$ cat config.mk
export PLATFORM = sky130hd
export DESIGN_NAME = mem_port_arbiter
export DESIGN_NICKNAME = d
export VERILOG_FILES = /design/src/rtl/mem_arb_pkg.sv /design/src/rtl/mem_align_check.sv /design/src/rtl/mem_port_arbiter.sv
export SDC_FILE = /design/constraint.sdc
export NUM_CORES = 1
export LEC_CHECK = 0
export ABC_AREA = 1
export CAP_MARGIN = 25
export CORE_AREA = 4 4 113 115
export CTS_BUF_LIST = sky130_fd_sc_hd__clkbuf_8
export DETAILED_ROUTE_END_ITERATION = 16
export DIE_AREA = 0 0 117 119
export GPL_TIMING_DRIVEN = 0
export PLACE_DENSITY = 0.86
export SYNTH_ARGS = -nofsm -noshare
export SYNTH_HDL_FRONTEND = slang
export SYNTH_HIERARCHICAL = 1
export SYNTH_SLANG_ARGS = --single-unit
$ cat constraint.sdc
create_clock -name clk -period 2 [get_ports clk]
set_input_delay 0.4 -clock clk [delete_from_list [all_inputs] [get_ports clk]]
set_output_delay 0.4 -clock clk [all_outputs]
set_load 0.01 [all_outputs]
$ cat src/rtl/mem_arb_pkg.sv
// Shared definitions for the fetch / load-store memory port arbiter:
// grant state encoding, RV32 width codes and default geometry.
package mem_arb_pkg;

  localparam int unsigned ADDR_W_DEF       = 12;
  localparam int unsigned DATA_W_DEF       = 32;
  localparam int unsigned STARVE_LIMIT_DEF = 4;

  typedef enum logic [1:0] {
    IDLE  = 2'd0,
    GNT_I = 2'd1,
    GNT_D = 2'd2
  } arb_state_t;

  localparam logic [2:0] F3_B  = 3'b000;
  localparam logic [2:0] F3_H  = 3'b001;
  localparam logic [2:0] F3_W  = 3'b010;
  localparam logic [2:0] F3_BU = 3'b100;
  localparam logic [2:0] F3_HU = 3'b101;

  // Stores only know signed-agnostic B/H/W; loads additionally accept the
  // zero-extending BU/HU variants. Everything else is an illegal width code.
  function automatic logic func3_legal(input logic we, input logic [2:0] func3);
    logic ok;
    ok = 1'b0;
    case (func3)
      F3_B, F3_H, F3_W: ok = 1'b1;
      F3_BU, F3_HU:     ok = !we;
      default:          ok = 1'b0;
    endcase
    return ok;
  endfunction

endpackage

$ cat src/rtl/mem_align_check.sv
// Combinational legality check for a load/store: flags illegal width codes
// and accesses that are not naturally aligned for their width.
module mem_align_check
  import mem_arb_pkg::*;
(
  input  logic       we,
  input  logic [2:0] func3,
  input  logic [1:0] addr_lsb,
  output logic       err
);

  logic illegal;
  logic misaligned;

  // Words need both low address bits clear, halfwords only bit 0; bytes never misalign.
  always_comb begin
    illegal    = !func3_legal(we, func3);
    misaligned = 1'b0;
    case (func3)
      F3_W:        misaligned = (addr_lsb != 2'b00);
      F3_H, F3_HU: misaligned = addr_lsb[0];
      default:     misaligned = 1'b0;
    endcase
    err = illegal | misaligned;
  end

endmodule

$ cat src/rtl/mem_port_arbiter.sv
// Arbitrates the single-ported unified memory between instruction fetch and
// the load/store unit. One access per cycle, registered grant, data has
// priority unless fetch has been starved for STARVE_LIMIT data grants.
module mem_port_arbiter
  import mem_arb_pkg::*;
#(
  parameter int unsigned ADDR_W       = ADDR_W_DEF,
  parameter int unsigned DATA_W       = DATA_W_DEF,
  parameter int unsigned STARVE_LIMIT = STARVE_LIMIT_DEF
) (
  input  logic              clk,
  input  logic              rst,
  // fetch port
  input  logic              i_req,
  input  logic [ADDR_W-1:0] i_addr,
  output logic              i_ack,
  output logic [DATA_W-1:0] i_rdata,
  // load/store port
  input  logic              d_req,
  input  logic              d_we,
  input  logic [2:0]        d_func3,
  input  logic [ADDR_W-1:0] d_addr,
  input  logic [DATA_W-1:0] d_wdata,
  output logic              d_ack,
  output logic [DATA_W-1:0] d_rdata,
  output logic              d_err,
  // memory side
  output logic              mem_read,
  output logic              mem_write,
  output logic [ADDR_W-1:0] mem_addr,
  output logic [2:0]        mem_func3,
  output logic [DATA_W-1:0] mem_wdata,
  input  logic [DATA_W-1:0] mem_rdata
);

  localparam int unsigned       CNT_W = $clog2(STARVE_LIMIT + 1);
  localparam logic [CNT_W-1:0]  LIMIT = CNT_W'(STARVE_LIMIT);

  arb_state_t        state;
  arb_state_t        state_next;
  logic [CNT_W-1:0]  starve_cnt;
  logic [CNT_W-1:0]  starve_cnt_next;

  // Transaction captured at arbitration so the access cycle is driven purely from registers.
  logic [ADDR_W-1:0] gnt_addr;
  logic [2:0]        gnt_func3;
  logic [DATA_W-1:0] gnt_wdata;
  logic              gnt_we;
  logic              gnt_err;

  logic              i_elig;
  logic              d_elig;
  logic              fetch_first;
  logic              d_chk_err;

  mem_align_check u_align_check (
    .we       (d_we),
    .func3    (d_func3),
    .addr_lsb (d_addr[1:0]),
    .err      (d_chk_err)
  );

  // Arbitration: a port is masked in its grant and ack cycles because a still-high
  // request there is the transaction already being served.
  always_comb begin
    state_next  = IDLE;
    i_elig      = i_req && (state != GNT_I) && !i_ack;
    d_elig      = d_req && (state != GNT_D) && !d_ack;
    fetch_first = (starve_cnt == LIMIT);
    if (i_elig && (!d_elig || fetch_first)) begin
      state_next = GNT_I;
    end else if (d_elig) begin
      state_next = GNT_D;
    end
  end

  // Starvation counter: counts data grants that overtook a waiting fetch.
  always_comb begin
    starve_cnt_next = starve_cnt;
    if (!i_req || (state_next == GNT_I)) begin
      starve_cnt_next = '0;
    end else if ((state_next == GNT_D) && (starve_cnt != LIMIT)) begin
      starve_cnt_next = starve_cnt + CNT_W'(1);
    end
  end

  // Grant state and starvation count registers.
  always_ff @(posedge clk) begin
    if (rst) begin
      state      <= IDLE;
      starve_cnt <= '0;
    end else begin
      state      <= state_next;
      starve_cnt <= starve_cnt_next;
    end
  end

  // Capture the winning request's parameters alongside the grant.
  always_ff @(posedge clk) begin
    if (rst) begin
      gnt_addr  <= '0;
      gnt_func3 <= F3_W;
      gnt_wdata <= '0;
      gnt_we    <= 1'b0;
      gnt_err   <= 1'b0;
    end else if (state_next == GNT_I) begin
      gnt_addr  <= i_addr;
      gnt_func3 <= F3_W;
      gnt_wdata <= '0;
      gnt_we    <= 1'b0;
      gnt_err   <= 1'b0;
    end else if (state_next == GNT_D) begin
      gnt_addr  <= d_addr;
      gnt_func3 <= d_func3;
      gnt_wdata <= d_wdata;
      gnt_we    <= d_we;
      gnt_err   <= d_chk_err;
    end
  end

  // Memory strobes and address decoded from the registered grant; a faulting
  // data access consumes its slot but never touches the array.
  always_comb begin
    mem_read  = 1'b0;
    mem_write = 1'b0;
    mem_addr  = '0;
    mem_func3 = F3_W;
    mem_wdata = '0;
    case (state)
      GNT_I: begin
        mem_addr = gnt_addr;
      end
      GNT_D: begin
        mem_addr  = gnt_addr;
        mem_func3 = gnt_func3;
        if (!gnt_err) begin
          if (gnt_we) begin
            mem_write = 1'b1;
            mem_wdata = gnt_wdata;
          end else begin
            mem_read = 1'b1;
          end
        end
      end
      default: begin
        mem_read = 1'b0;
      end
    endcase
  end

  // Acks and read data are registered at the end of the access cycle; read
  // data holds until the next ack of the same port.
  always_ff @(posedge clk) begin
    if (rst) begin
      i_ack   <= 1'b0;
      i_rdata <= '0;
      d_ack   <= 1'b0;
      d_err   <= 1'b0;
      d_rdata <= '0;
    end else begin
      i_ack <= (state == GNT_I);
      d_ack <= (state == GNT_D);
      d_err <= (state == GNT_D) && gnt_err;
      if (state == GNT_I) begin
        i_rdata <= mem_rdata;
      end
      if (state == GNT_D) begin
        d_rdata <= (gnt_we || gnt_err) ? '0 : mem_rdata;
      end
    end
  end

endmodule

==> flow_summary.ini <==
[sta]
timing.max_slew.rel_slack_pct = 53.1
post-route-min-period_ps = 2080
hold_viol_final = 0
timing.fmax_ghz = 0.481
grt_setup_unrepaired = yes
final.setup.worst_slack_ps = -79.8
final.setup_skew_ps = 9.01
fin_hold_ws_ps = 465
setup_viol = 30
final_worst_path_cycle_share_pct = 104
final-max-slew-violation-count = 0
timing_worst_slew_pin_value_ps = 703

[route]
drt_drc_violations_left = 0
first_iter_violations = 319
wl_per_cell_um = 14.6
dr_total_vias = 5368
avgViaCountPerCell = 4.75
firstDrtPassIters = 4
detail_route.wirelength_um = 16500
ant_nets = 0

[clock_tree]
ctsHoldBuffers = 0
worst_setup_hold_path_clk_slew_ps = 70
ctsRootBufferMaster = sky130_fd_sc_hd__clkbuf_8
clkLatencyLatePin_ps = 440
cts.htree.levels = 4
tritoncts_clock_tree = yes
cts_num_sinks = 121
clk_path_buf_depth = 2
tritoncts.num_buffers = 17

[worst_hold_path]
timing.hold.worst.class = flop to flop
whs_endpoint = d_rdata[12]
hold_depth = 2
hold_start = d_rdata[12]

[placement]
dpl-instance-area_um2 = 7540
port_buffers = 211
post-dp-hpwl_um = 12000
gp_congestion = 0.830

[worst_setup_path]
critPathTopFamily = buffers and inverters
worstPathBufferInverterCount = 5
critical_path.reg2reg.startpoint = state[1]
rrSetupSlack_ps = 170
crit_path_max_fanout = 11
path_cells = inv_2 -> ha_4 -> inv_6 -> nor3_4 -> inv_4 -> clkbuf_8 -> nor2_2 -> buf_2
timing.rr.end = gnt_wdata[28]
critical_path.endpoint_type = output pin
cp_data_arrival_time_ps = 1680
timing.critical_path.slowest_cell_delay_ps = 330
critical-path-slowest-cell = sky130_fd_sc_hd__dfxtp_2
required_ps = 1600
reg2regPathDepth = 9
worstSetupPathType = flop to output pin
worst_setup_path_start_kind = flop

[logic_synthesis]
dominantRegCellSynth = sky130_fd_sc_hd__dfxtp_1
mappedNetlistArea_um2 = 5240
post_synth_most_frequent_cells = 159 x sky130_fd_sc_hd__nor2_1, 134 x sky130_fd_sc_hd__nand2_1, 121 x sky130_fd_sc_hd__dfxtp_1, 113 x sky130_fd_sc_hd__inv_1, 45 x sky130_fd_sc_hd__o21ai_0
synth-warning-count = 6
asr_flop_ratio_synth_pct = 0
ys_ff_latch = 121
post_synth_main_area_contributors = sky130_fd_sc_hd__dfxtp_1 46%, sky130_fd_sc_hd__nor2_1 11%, sky130_fd_sc_hd__nand2_1 9.6%
synthDistinctLibCells = 26
syn-mean-instance-area_um2 = 7.12
syn-instance-count = 736
synthMostInstantiatedCell = sky130_fd_sc_hd__nor2_1
ys_seq_area_share_pct = 46.2
syn_nets = 836
netlist.top_cell.by_area = sky130_fd_sc_hd__dfxtp_1
number_of_flops_mapped_to_enable_cells_by_yosys = 0
synth_top_area_share_pct = 46.2

[cells_and_area]
ratio_of_cells_with_drive_above_1_in_the_final_layout_pct = 14.5
register_area_um2 = 2420
num_antenna_cells = 0
area_growth_pct = 51.6
fillers = 999
multiInputGateArea_um2 = 2190
post_layout_net_count = 1070
finish.instance_area_um2 = 7950

[run_status]
status = complete, but fails checks
failed_checks = negative setup slack

[grt]
sum_of_overflow_across_all_layers_after_global_routing = 0
antenna_found_initial = 0
vias_in_the_first_global_route = 5285
overall_routing_resource_usage_pct = 23.7
first_pass_grt_wire_length_um = 25700
grt_start_max_net_pins = 17

[job]
max_cap_viol_count = 0

[floorplanning]
io_pins = 212
die_area_um2 = 13900
effective_utilization_at_floorplan_pct = 44.4
floorplan.die.width_um = 117
placement_rows = 40
overall_die_height_um = 119
core_area_um2 = 11800

[power]
power_density_nw_per_um2 = 804
static-leakage-power_nw = 3.59
vdd_ir_drop_max_uv = 490
cell families (layout without fill, tap and decap cells):
| kind of cell | count (synthesis) | in the layout | synth area share, % |
|---|---|---|---|
| DFF | 121 | 121 | 46.2 |
| xor gates and xnor gates | 1 | 1 | 0.167 |
| and+or+nand+nor | 328 | 328 | 24.9 |
| buffers and inverters | 162 | 409 | 12.7 |
| adders and majority gates | 4 | 4 | 0.955 |
| AOI/OAI and AO/OA | 120 | 120 | 15.0 |
state kept, by name (all words and copies together), names as in the netlist:
name        flops
i_rdata        32
state           2
gnt_func3       3
gnt_we          1
gnt_wdata      32
gnt_addr       12
d_rdata        32
d_ack           1
d_err           1
gnt_err         1
i_ack           1
starve_cnt      3
power breakdown:
group	total (mW)	leakage, nW	switching [mW]	internal (mW)
Combinational	1.17	2.37	0.615	0.557
Clock	2.57	0.236	0.992	1.58
Sequential	2.64	0.990	0.0694	2.57
Total	6.39	3.59	1.68	4.71
through the flow:
| step | cells | util, % | TNS, ps | total power [mW] | setup WS, ps |
|---|---|---|---|---|---|
| global route | 1130 | 67.3 | -5550 | 6.68 | -221 |
| global placement | 1094 | 63.8 | -18210 | 3.81 | -534 |
| CTS | 1129 | 67.6 | -2980 | 6.43 | -111 |
| floorplan | 736 | - | 0 | 3.28 | 108 |
| detailed placement | 1094 | 63.8 | -18870 | 3.84 | -543 |
| finish | 1130 | 67.3 | -1780 | 6.39 | -79.8 |
cell type report:
cell class,count,share of cell area (%)
plain buffers,44,3.38
clock buffers,20,3.46
clock inverters,12,2.47
inverters,116,5.62
multi-input cells,453,27.6
flip-flops and latches,121,30.5
well taps,147,2.31
repair buffers,217,24.6
layout by cell type, fill, tap and decap left out, drive strengths merged, types with 5 or more instances in the layout:
cell type and n:
o211ai 36, clkbuf 52, nand2 137, a21oi 35
dfxtp 121, o21ai 45, nor2 159, nand3 27
buf 61, inv 116, bufinv 5, clkdlybuf4s50 162
dlygate4sd2 5
what timing repair did:
item	4_1_cts	5_1_grt
pin swaps	2	1
setup endpoints to repair	49	66
cloned	3	1
setup buffers	2	0
gates resized for setup	193	13
worst min-delay path, stage by stage (launching register included):
cell                      delay, ps
sky130_fd_sc_hd__dfxtp_1        310
sky130_fd_sc_hd__nand2_1         60
sky130_fd_sc_hd__a21oi_1         50
worst max path at each step:
stage	start	to	slack, ps	depth (start not counted)
3_5_place_dp	state[0]	mem_wdata[18]	-540	9
5_1_grt	state[0]	mem_wdata[4]	-220	8
3_3_place_gp	state[0]	mem_wdata[20]	-530	9
4_1_cts	state[0]	mem_wdata[21]	-110	8
6_report	state[0]	mem_wdata[18]	-80	8
2_1_floorplan	state[0]	mem_wdata[10]	110	8
layer usage:
metal  vias up  routed length [um]  track usage [%]
li1       2735                   -                -
met4         0                 228             7.74
met2       171                8170             40.4
met1      2441                6570             26.5
met3        21                1520             9.60
met5         -                   0                0
Note: power is estimated with default switching activity, not from simulation.
